--- src/rtl/minimig_sram_arbiter.sv ---
// minimig_sram_arbiter: shares one asynchronous SRAM between the chipset DMA
// path and the 68000 bus interface. DMA has priority, but the CPU is granted
// after two consecutive DMA grants taken while it was waiting. Every access is
// IDLE -> SETUP -> STROBE1 -> STROBE2 -> DONE. All SRAM strobes are registered
// from the next state, so they switch cleanly on clock edges.
module minimig_sram_arbiter (
    input  logic        c_28m,
    input  logic        _reset,
    input  logic        dma_req,
    input  logic        dma_wr,
    input  logic [20:1] dma_addr,
    input  logic [15:0] dma_wdata,
    output logic        dma_ack,
    input  logic        cpu_req,
    input  logic        cpu_wr,
    input  logic [20:1] cpu_addr,
    input  logic [15:0] cpu_wdata,
    input  logic        cpu_ub,
    input  logic        cpu_lb,
    output logic        cpu_ack,
    output logic [15:0] rd_data,
    input  logic [15:0] ramdata_in,
    output logic [15:0] ramdata_out,
    output logic        ramdata_oe,
    output logic [19:1] ramaddress,
    output logic        _ramsel0,
    output logic        _ramsel1,
    output logic        _ub,
    output logic        _lb,
    output logic        _we,
    output logic        _oe
);

    typedef enum logic [2:0] {
        IDLE    = 3'd0,
        SETUP   = 3'd1,
        STROBE1 = 3'd2,
        STROBE2 = 3'd3,
        DONE    = 3'd4
    } state_t;

    state_t      state_r;
    state_t      next_state_s;
    logic        grant_s;
    logic        grant_cpu_s;
    logic [1:0]  streak_r;
    logic        cur_cpu_r;
    logic        cur_wr_r;
    logic        cur_ub_r;
    logic        cur_lb_r;
    logic        cur_bank_r;
    logic [20:1] grant_addr_s;
    logic [15:0] grant_wdata_s;
    logic        sel_cpu_s;
    logic        sel_wr_s;
    logic        sel_ub_s;
    logic        sel_lb_s;
    logic        sel_bank_s;
    logic        in_access_s;
    logic        in_strobe_s;
    logic        in_cycle_s;

    // Next-state logic and arbitration; requests are only looked at in IDLE.
    always_comb begin
        next_state_s = state_r;
        grant_s      = 1'b0;
        grant_cpu_s  = 1'b0;
        case (state_r)
            IDLE: begin
                if (dma_req || cpu_req) begin
                    grant_s      = 1'b1;
                    grant_cpu_s  = cpu_req && (!dma_req || (streak_r == 2'd2));
                    next_state_s = SETUP;
                end else begin
                    next_state_s = IDLE;
                end
            end
            SETUP:   next_state_s = STROBE1;
            STROBE1: next_state_s = STROBE2;
            STROBE2: next_state_s = DONE;
            DONE:    next_state_s = IDLE;
            default: next_state_s = IDLE;
        endcase
    end

    // Access attributes: the winner's inputs on the grant edge, latched copies afterwards.
    always_comb begin
        grant_addr_s  = grant_cpu_s ? cpu_addr : dma_addr;
        grant_wdata_s = grant_cpu_s ? cpu_wdata : dma_wdata;
        if (grant_s) begin
            sel_cpu_s  = grant_cpu_s;
            sel_wr_s   = grant_cpu_s ? cpu_wr : dma_wr;
            sel_ub_s   = grant_cpu_s ? cpu_ub : 1'b1;
            sel_lb_s   = grant_cpu_s ? cpu_lb : 1'b1;
            sel_bank_s = grant_addr_s[20];
        end else begin
            sel_cpu_s  = cur_cpu_r;
            sel_wr_s   = cur_wr_r;
            sel_ub_s   = cur_ub_r;
            sel_lb_s   = cur_lb_r;
            sel_bank_s = cur_bank_r;
        end
        in_access_s = (next_state_s == SETUP) || (next_state_s == STROBE1) ||
                      (next_state_s == STROBE2);
        in_strobe_s = (next_state_s == STROBE1) || (next_state_s == STROBE2);
        in_cycle_s  = in_access_s || (next_state_s == DONE);
    end

    // State, latched request fields, streak counter and registered SRAM/ack outputs.
    always_ff @(posedge c_28m or negedge _reset) begin
        if (!_reset) begin
            state_r     <= IDLE;
            streak_r    <= 2'd0;
            cur_cpu_r   <= 1'b0;
            cur_wr_r    <= 1'b0;
            cur_ub_r    <= 1'b0;
            cur_lb_r    <= 1'b0;
            cur_bank_r  <= 1'b0;
            ramaddress  <= 19'd0;
            ramdata_out <= 16'd0;
            ramdata_oe  <= 1'b0;
            _ramsel0    <= 1'b1;
            _ramsel1    <= 1'b1;
            _ub         <= 1'b1;
            _lb         <= 1'b1;
            _we         <= 1'b1;
            _oe         <= 1'b1;
            dma_ack     <= 1'b0;
            cpu_ack     <= 1'b0;
            rd_data     <= 16'd0;
        end else begin
            state_r <= next_state_s;
            if (grant_s) begin
                cur_cpu_r   <= sel_cpu_s;
                cur_wr_r    <= sel_wr_s;
                cur_ub_r    <= sel_ub_s;
                cur_lb_r    <= sel_lb_s;
                cur_bank_r  <= sel_bank_s;
                ramaddress  <= grant_addr_s[19:1];
                ramdata_out <= grant_wdata_s;
                if (grant_cpu_s) begin
                    streak_r <= 2'd0;
                end else if (cpu_req) begin
                    streak_r <= (streak_r == 2'd2) ? 2'd2 : streak_r + 2'd1;
                end else begin
                    streak_r <= 2'd0;
                end
            end
            _ramsel0   <= ~(in_access_s && !sel_bank_s);
            _ramsel1   <= ~(in_access_s && sel_bank_s);
            _ub        <= ~(in_access_s && sel_ub_s);
            _lb        <= ~(in_access_s && sel_lb_s);
            _oe        <= ~(in_access_s && !sel_wr_s);
            _we        <= ~(in_strobe_s && sel_wr_s);
            ramdata_oe <= in_cycle_s && sel_wr_s;
            dma_ack    <= (next_state_s == DONE) && !sel_cpu_s;
            cpu_ack    <= (next_state_s == DONE) && sel_cpu_s;
            if ((state_r == STROBE2) && !cur_wr_r) begin
                rd_data <= ramdata_in;
            end
        end
    end

endmodule

--- config.mk ---
export PLATFORM = sky130hd
export DESIGN_NAME = minimig_sram_arbiter
export DESIGN_NICKNAME = d
export VERILOG_FILES = /design/src/rtl/minimig_sram_arbiter.sv
export SDC_FILE = /design/constraint.sdc
export NUM_CORES = 1
export LEC_CHECK = 0
export CORE_MARGIN = 2
export CORE_UTILIZATION = 25
export CTS_BUF_LIST = sky130_fd_sc_hd__clkbuf_2
export DETAILED_ROUTE_END_ITERATION = 7
export PLACE_DENSITY = 0.58
export SLEW_MARGIN = 15
export SYNTH_ARGS = -nofsm -noshare
export SYNTH_HDL_FRONTEND = slang
export SYNTH_SLANG_ARGS = --single-unit
--- constraint.sdc ---
create_clock -name c_28m -period 4.6 [get_ports c_28m]
set_input_delay 1.38 -clock c_28m [delete_from_list [all_inputs] [get_ports c_28m]]
set_output_delay 1.38 -clock c_28m [all_outputs]
set_load 0.005 [all_outputs]
==> results of run 1 <==
-- power groups by stage --
stage	registers [mW]	logic [mW]	clock network [mW]
6_report	1.07	1.25	0.350
5_1_grt	1.11	1.39	0.405
4_1_cts	1.08	1.27	0.370
3_5_place_dp	1.09	1.27	0
3_3_place_gp	1.09	1.25	0
2_1_floorplan	1.10	0.563	0
-- routing by layer --
metal  track usage, %  share of wire, %
met1             16.5                46
met2             18.8                45
met3             4.05               7.1
met4             5.37               2.0
met5                0                 0
-- path summary, 6_finish.rpt --
check	end	slack (ns)	depth (start not counted)
max in group asynchronous	ramaddress[5]	3.05	1
max	ramdata_out[5]	1.60	6
min reg2reg	dma_ack	0.48	1
max reg2reg	ramdata_out[5]	2.50	5
min in group asynchronous	rd_data[11]	0.95	1
min	dma_ack	0.48	1
-- flip-flops by register name, summed over array words and instances, names as in the netlist --
signal and flops:
_lb 1, _oe 1, _ramsel0 1, _ramsel1 1
_ub 1, _we 1, cpu_ack 1, cur_bank_r 1
cur_cpu_r 1, cur_lb_r 1, cur_ub_r 1, cur_wr_r 1
dma_ack 1, ramaddress 19, ramdata_oe 1, ramdata_out 16
rd_data 16, state_r 3, streak_r 2
-- final cells by class --
class                           count  area [um^2]
Multi-Input combinational cell    170         1040
Clock inverter                      6         63.8
Timing Repair Buffer              158         1570
Tap cell                          143          179
Clock buffer                       10         50.0
Antenna cell                        1         2.50
Inverter                            5         18.8
Fill cell                        1124         6780
Sequential cell                    70         1760
-- cell families (layout without fill, tap and decap cells) --
kind of cell               after synthesis  count (layout)  share of synthesized area (%)
DFF                                     70              70                           59.9
muxes                                   16              16                           6.13
adders and majority gates                2               2                          0.852
other                                    0               1                              0
AOI/OAI and AO/OA                       84              84                           17.1
and+or+nand+nor                         68              68                           11.2
buffers and inverters                   23             179                           4.77
-- metrics by stage --
stage               hold WS (ns)  std cells
floorplan                  0.416        263
global placement           0.462        546
detailed placement         0.473        546
CTS                        0.482        562
global route               0.508        563
finish                     0.480        563
-- synth_stat cells, types with 2 or more instances --
library cell,n
o22a_1,2
o21ai_1,30
mux2_2,6
clkbuf_2,4
nand2b_1,3
a21oi_1,2
dfstp_2,6
and3_1,2
nand3_1,2
nand2_1,45
buf_2,3
inv_1,5
and2_1,2
dfrtp_1,64
mux2_1,10
ha_1,2
nand4_1,2
o21ai_0,10
nor2_1,3
buf_6,6
or2_1,2
o22ai_1,35
clkbuf_1,4
==> flow_summary.json, run 1 <==
{
  "p_int_mw": 1.78,
  "worst-path-buf-inv": 2,
  "grt_antenna_before_repair": 1,
  "fin_area_mm2": 0.00468,
  "synth_top_area_cell": "dfrtp_1",
  "postSynth.asyncResetShare_pct": 100,
  "syn_avg_cell_area_um2": 11.2,
  "cts_made_buffers": 9,
  "cts_tree": "built",
  "final.setup.worst_slack_ns": 1.60,
  "p_sw_share_pct": 33.5,
  "fin_crit_ns": 3.00,
  "hold_class": "flip-flop to flip-flop",
  "insertion_delay_ns": 0.52,
  "clockPowerShare_pct": 13.1,
  "ios": 156,
  "ant_nets": 0,
  "dp_slack_ns": 1.08,
  "max_slew_margin_pct": 41.6,
  "area_delta_synth_final_pct": 59.4,
  "cts_hold_buf": 0,
  "final_cell_mix": "154 x clkdlybuf4s50_1, 64 x dfrtp_1, 45 x nand2_1",
  "route.detailed.wl_per_inst_um": 13.7,
  "p_seq_share_pct": 40.2,
  "drcViolationCount": 0,
  "leakage_nw": 1.93,
  "power.switching_mw": 0.895,
  "gp_congestion": 0.674,
  "hp-start": "cur_cpu_r",
  "core_area_mm2": 0.0115,
  "cts.htree.levels": 3,
  "syn-num-nets": 361,
  "drtIter0Drc": 64,
  "synthCells": 263,
  "slowest_delay_ns": 0.60,
  "wirelength_um": 7710,
  "num_rows": 39,
  "tns_ns": 0,
  "grt_pass1_wl_um": 12400,
  "layout_commonest_cell": "clkdlybuf4s50_1",
  "synth_edf_count": 0,
  "die_y_um": 112,
  "dr.pass1.iters": 6,
  "setup_violations": 0,
  "synth_warnings": 0,
  "dieArea_mm2": 0.0126,
  "io_buffers": 155,
  "cts_resized": 0,
  "vias": 2496,
  "hpwl_um": 5600,
  "period_share_pct": 65.2,
  "ys_types": 36,
  "maxCapViolations": 0,
  "outcome": "finished, final reports clean",
  "grt_max_degree": 71,
  "layout-drive-gt1-share_pct": 9.31,
  "die_x_um": 112,
  "maxClockFrequency_ghz": 0.334,
  "clkTransAtPathRegs_ns": 0.20,
  "root_buffer": "clkbuf_2",
  "yosys-top-cells-area": "dfrtp_1 55%, o22ai_1 7.5%, nand2_1 5.7%",
  "track_usage_pct": 12.5,
  "initial_core_util_pct": 25.6,
  "worst_pin_slew_ns": 0.875,
  "critical_path.cell_chain": "clkdlybuf4s50_1, or2_1, nand2_2, buf_4, nand2_1, o21ai_1",
  "worst_path_max_delay_cell": "nand2_2",
  "clk_path_buf_depth": 2,
  "p_per_area_mw_per_mm2": 571,
  "ys_seq_elements": 70,
  "cp-end-kind": "flip-flop",
  "ir_drop_mv": 0.244,
  "slew_viol_final": 0,
  "hold_viol": 0,
  "grt_overflow": 0,
  "cts.sinks": 70,
  "grt_pass1_vias": 2544,
  "startpoint_type": "input port",
  "arrival_ns": 3.41,
  "crit_type": "input port to flip-flop",
  "crit_path_start": "cpu_req",
  "via_per_inst": 4.43,
  "yosysSeqAreaShare_pct": 59.9,
  "synth_top_cell_area_share_pct": 54.5,
  "crit_required_ns": 5.02,
  "p_total_mw": 2.67,
  "worstPathMaxFanout": 51,
  "cts_setup_buffers": 0,
  "ys.flop_type": "dfrtp_1",
  "synthesis.area_mm2": 0.00294,
  "critPathTopFamily": "simple AND/OR/NAND/NOR gates",
  "nets": 512,
  "clock_skew_ns": 0.0340,
  "placed_cell_area_mm2": 0.00457,
  "rsz0062_at_grt": "no",
  "r2r_start": "state_r[1]",
  "finish.utilization_pct": 40.8,
  "p_comb_share_pct": 46.7
}
(Power assumes the default switching activity.)
==> run 2, diff against run 1 <==
==> constraint.sdc (replaced) <==
create_clock -name c_28m -period 3 [get_ports c_28m]
set_input_delay 0.9 -clock c_28m [delete_from_list [all_inputs] [get_ports c_28m]]
set_output_delay 0.9 -clock c_28m [all_outputs]
set_load 0.005 [all_outputs]
==> run 2 against run 1 <==
Against the previous run: sequential power up 53%; critical path depth down 5; first-iteration DRC count up 22%; non-clock buffer count up 1; final area up 0.99%; worst setup slack worse by 1.0 ns; sequential cell count unchanged; clock skew down 0.011 ns; largest cell class unchanged; via count down 1.9%; critical path type is now flip-flop to output pin.
==> flow_summary.json, run 2 (synthesized netlist as in run 1, its figures left out) <==
{
  "outcome": "finished, final reports clean",
  "power.switching_mw": 1.35,
  "route.detailed.wl_per_inst_um": 13.6,
  "core_area_mm2": 0.0115,
  "gp_congestion": 0.722,
  "clk_path_buf_depth": 2,
  "clock_skew_ns": 0.0230,
  "fin_crit_ns": 2.44,
  "final.setup.worst_slack_ns": 0.563,
  "clockPowerShare_pct": 16.2,
  "cts_hold_buf": 0,
  "cts_made_buffers": 9,
  "hpwl_um": 5680,
  "layout.cells.non_filler": 563,
  "p_comb_share_pct": 45.2,
  "cts_setup_buffers": 0,
  "track_usage_pct": 12.4,
  "layout_commonest_cell": "clkdlybuf4s50_1",
  "wirelength_um": 7670,
  "grt_pass1_vias": 2515,
  "dp_slack_ns": 0.435,
  "p_sw_share_pct": 31.6,
  "placed_cell_area_mm2": 0.00457,
  "cts.htree.levels": 3,
  "num_rows": 39,
  "cts.sinks": 70,
  "antennaDiodeCount": 0,
  "worst-path-buf-inv": 1,
  "fill_cells": 1145,
  "cp-end-kind": "output pin",
  "max_slew_margin_pct": 41.5,
  "startpoint_type": "flip-flop",
  "p_seq_share_pct": 38.6,
  "grt_max_degree": 71,
  "largest_register_ffs": 19,
  "cts_tree": "built",
  "fin_area_mm2": 0.00473,
  "slowest_delay_ns": 0.56,
  "slew_viol_final": 0,
  "dp_cells": 547,
  "p_per_area_mw_per_mm2": 900,
  "ios": 156,
  "clkTransAtPathRegs_ns": 0.19,
  "layout-drive-gt1-share_pct": 9.52,
  "nets": 513,
  "crit_required_ns": 2.10,
  "cts_resized": 0,
  "setup_violations": 0,
  "drtIter0Drc": 78,
  "worstPathMaxFanout": 1,
  "regMostFlops": "ramaddress",
  "root_buffer": "clkbuf_2",
  "critPathTopFamily": "flip-flops",
  "worst_path_max_delay_cell": "dfstp_2",
  "insertion_delay_ns": 0.48,
  "initial_core_util_pct": 25.6,
  "grt_pass1_wl_um": 12400,
  "tns_ns": 0,
  "p_int_mw": 2.91,
  "p_total_mw": 4.26,
  "arrival_ns": 1.54,
  "crit_type": "flip-flop to output pin",
  "reg_top3": "ramaddress x19, ramdata_out x16, rd_data x16",
  "final_cell_mix": "154 x clkdlybuf4s50_1, 64 x dfrtp_1, 45 x nand2_1",
  "dr.pass1.iters": 4,
  "hold_viol": 0,
  "die_x_um": 112,
  "io_buffers": 155,
  "maxCapViolations": 0,
  "ant_nets": 0,
  "grt_overflow": 0,
  "hold_class": "flip-flop to flip-flop",
  "leakage_nw": 1.96,
  "worst_pin_slew_ns": 0.877,
  "via_per_inst": 4.35,
  "dieArea_mm2": 0.0126,
  "ir_drop_mv": 0.305,
  "critical_path.cell_chain": "clkdlybuf4s50_1",
  "rsz0062_at_grt": "no",
  "maxClockFrequency_ghz": 0.410,
  "die_y_um": 112,
  "drcViolationCount": 0,
  "area_delta_synth_final_pct": 61.0,
  "vias": 2448,
  "period_share_pct": 81.2,
  "grt_antenna_before_repair": 0
}
-- run 2: per-layer routing --
metal	GRT usage (%)	vias up	share of wire, %	wire length, um
met4	5.85	0	1.9	143
li1	-	1236	-	-
met5	0	-	0	0
met1	15.2	1114	44	3400
met2	20.4	88	47	3610
met3	3.29	10	6.6	508
-- run 2: power groups by stage --
stage	registers (mW)	clock network, mW	logic (mW)
floorplan	1.69	0	0.863
global placement	1.66	0	1.93
finish	1.64	0.690	1.92
CTS	1.65	0.719	1.96
detailed placement	1.67	0	1.97
global route	1.71	0.770	2.13
-- run 2: final timing paths --
path / slack (ns) / depth (start not counted) / startpoint / end
max: 0.56 / 1 / _lb / _lb
min: 0.47 / 1 / cur_cpu_r / dma_ack
max reg2reg: 1.20 / 5 / state_r[1] / ramaddress[2]
min reg2reg: 0.47 / 1 / cur_cpu_r / dma_ack
max in group asynchronous: 1.91 / 1 / _reset / ramaddress[15]
min in group asynchronous: 0.50 / 1 / _reset / cur_ub_r
-- run 2: metrics by stage --
| stage | util, % | hold WS (ns) |
|---|---|---|
| finish | 41.2 | 0.474 |
| floorplan | - | 0.416 |
| global route | 41.2 | 0.490 |
| CTS | 41.2 | 0.474 |
| global placement | 39.9 | 0.440 |
| detailed placement | 39.9 | 0.440 |
-- run 2: final cells by class --
class	count	area, um^2	area share (%)
well taps	143	179	3.78
multi-input cells	170	1040	22.0
clock inverters	4	95.1	2.01
flip-flops and latches	70	1760	37.2
inverters	5	18.8	0.397
clock buffers	12	60.1	1.27
repair buffers	159	1580	33.4
-- run 2: worst reg2reg max path: stages, from the launching register on --
cell	delay [ns]
dfrtp_1	0.50
nor3_4	0.34
and3_1	0.20
buf_4	0.34
o22ai_1	0.15
o21ai_0	0.17
==> run 3, diff against run 2 <==
--- a/config.mk
+++ b/config.mk
@@ -9,7 +9,7 @@
 export CORE_UTILIZATION = 25
 export CTS_BUF_LIST = sky130_fd_sc_hd__clkbuf_2
 export DETAILED_ROUTE_END_ITERATION = 7
-export PLACE_DENSITY = 0.58
+export PLACE_DENSITY = 0.6
 export SLEW_MARGIN = 15
 export SYNTH_ARGS = -nofsm -noshare
 export SYNTH_HDL_FRONTEND = slang
==> constraint.sdc (replaced) <==
create_clock -name c_28m -period 2.1 [get_ports c_28m]
set_input_delay 0.63 -clock c_28m [delete_from_list [all_inputs] [get_ports c_28m]]
set_output_delay 0.63 -clock c_28m [all_outputs]
set_load 0.005 [all_outputs]
==> run 3 against run 2 <==
Against the previous run: sequential cell count is the same; wire length up 2.3%; critical endpoint is now ramaddress[12]; via count up 3.7%; sequential share of layout area down 1.7 points; largest cell class is now non-clock buffers; highest routed layer unchanged; register-to-register slack worse by 0.77 ns; final area increased by 4.7%; global-route usage fell by 0.36 points; clock-buffer cell count fell by 1.
==> flow_summary.json, run 3 (synthesized netlist as in run 1, its figures left out) <==
{
  "outcome": "finished, final reports clean",
  "timing.hold.ws_ns": 0.0344,
  "crit_path_start": "ramaddress[12]",
  "core_area_mm2": 0.0115,
  "slew_viol_final": 0,
  "dieArea_mm2": 0.0126,
  "layout_commonest_cell": "clkdlybuf4s50_1",
  "drcViolationCount": 0,
  "ios": 156,
  "num_rows": 39,
  "grt_antenna_before_repair": 1,
  "max_slew_margin_pct": 70.7,
  "cts_made_buffers": 9,
  "worstPathMaxFanout": 2,
  "critPathTopFamily": "buffers and inverters",
  "ir_drop_mv": 0.483,
  "p_total_mw": 6.01,
  "tns_ns": 0,
  "io_buffers": 155,
  "power.switching_mw": 1.95,
  "root_buffer": "clkbuf_2",
  "maxClockFrequency_ghz": 0.500,
  "crit_required_ns": 1.47,
  "insertion_delay_ns": 0.49,
  "p_int_mw": 4.06,
  "cp-end-kind": "output pin",
  "clkTransAtPathRegs_ns": 0.20,
  "grt_pass1_vias": 2624,
  "nets": 527,
  "cts_tree": "built",
  "largest_register_ffs": 19,
  "cts.sinks": 70,
  "initial_core_util_pct": 25.6,
  "crit_type": "flip-flop to output pin",
  "die_y_um": 112,
  "fin_crit_ns": 2.00,
  "ant_nets": 0,
  "leakage_nw": 2.50,
  "setup_violations": 0,
  "maxCapViolations": 0,
  "grt_max_degree": 49,
  "hpwl_um": 5780,
  "area_delta_synth_final_pct": 68.5,
  "cts.htree.levels": 3,
  "arrival_ns": 1.37,
  "p_seq_share_pct": 38.7,
  "multi_input_area_mm2": 0.00104,
  "worst-path-buf-inv": 1,
  "clockPowerShare_pct": 14.3,
  "finish.utilization_pct": 43.2,
  "period_share_pct": 95.3,
  "regArea_mm2": 0.00176,
  "clk_path_buf_depth": 2,
  "dr.pass1.iters": 4,
  "clock_skew_ns": 0.0324,
  "p_sw_share_pct": 32.5,
  "startpoint_type": "flip-flop",
  "final_cell_mix": "109 x clkdlybuf4s50_1, 64 x dfrtp_1, 45 x nand2_1",
  "r2r_start": "state_r[1]",
  "wirelength_um": 7840,
  "slowest_delay_ns": 0.52,
  "grt_pass1_wl_um": 12200,
  "route.detailed.wl_per_inst_um": 13.6,
  "via_per_inst": 4.39,
  "p_comb_share_pct": 47.0,
  "layout-drive-gt1-share_pct": 12.2,
  "regMostFlops": "ramaddress",
  "worst_pin_slew_ns": 0.439,
  "worst_path_max_delay_cell": "clkdlybuf4s50_1",
  "fill_cells": 1136,
  "die_x_um": 112,
  "hold_viol": 0,
  "hold_class": "input port to asynchronous set/reset pin",
  "vias": 2539,
  "grt_overflow": 0,
  "p_per_area_mw_per_mm2": 1210,
  "drtIter0Drc": 60,
  "reg_top3": "ramaddress x19, ramdata_out x16, rd_data x16",
  "critical_path.cell_chain": "clkdlybuf4s50_1",
  "gp_congestion": 0.763,
  "track_usage_pct": 12.0
}
==> run 3: path summary, 6_finish.rpt <==
check                             endpoint  slack [ns]  cells after the start
max reg2reg                ramdata_out[10]        0.43                      5
max in group asynchronous         _ramsel0        1.44                      2
min                            rd_data[10]        0.03                      1
min in group c_28m                 dma_ack        0.47                      1
max                         ramaddress[12]         0.1                      1
min reg2reg                        dma_ack        0.47                      1
==> run 3: timing repair <==
action                     CTS  global route
setup endpoints to repair    6            39
hold buffers                 0             0
cloned                       0             0
resized for setup            6            39
setup buffers                0             9
==> run 3: power by group through the flow <==
stage          clock network, mW  logic, mW  registers, mW
2_1_floorplan                  0       1.23           2.41
3_3_place_gp                   0       2.85           2.37
3_5_place_dp                   0       2.90           2.38
4_1_cts                    0.922       2.87           2.35
5_1_grt                    0.977       3.11           2.41
6_report                   0.863       2.82           2.32
==> run 3: area by class of cell <==
cell class	count	area share, %
diodes	1	0.0505
inverters	5	0.379
repair buffers	173	36.8
multi-input cells	170	21.0
well taps	143	3.61
clock inverters	5	1.49
flip-flops and latches	70	35.5
clock buffers	11	1.11
==> run 3: per-layer routing <==
metal,global-route usage [%],wire (um),vias to the layer above
met2,21.3,3980,82
met4,4.88,92,0
met3,3.46,581,5
li1,-,-,1262
met1,13.6,3190,1190
met5,0,0,-
==> run 3: per-stage QoR <==
step | instances | instance area (um^2) | setup WS, ns
4_1_cts | 568 | 4780 | 0.00290
6_report | 578 | 4950 | 0.0986
3_3_place_gp | 552 | 4660 | 0.0660
5_1_grt | 578 | 4950 | -0.0116
3_5_place_dp | 552 | 4660 | 0.0128
2_1_floorplan | 263 | 2940 | 0.401
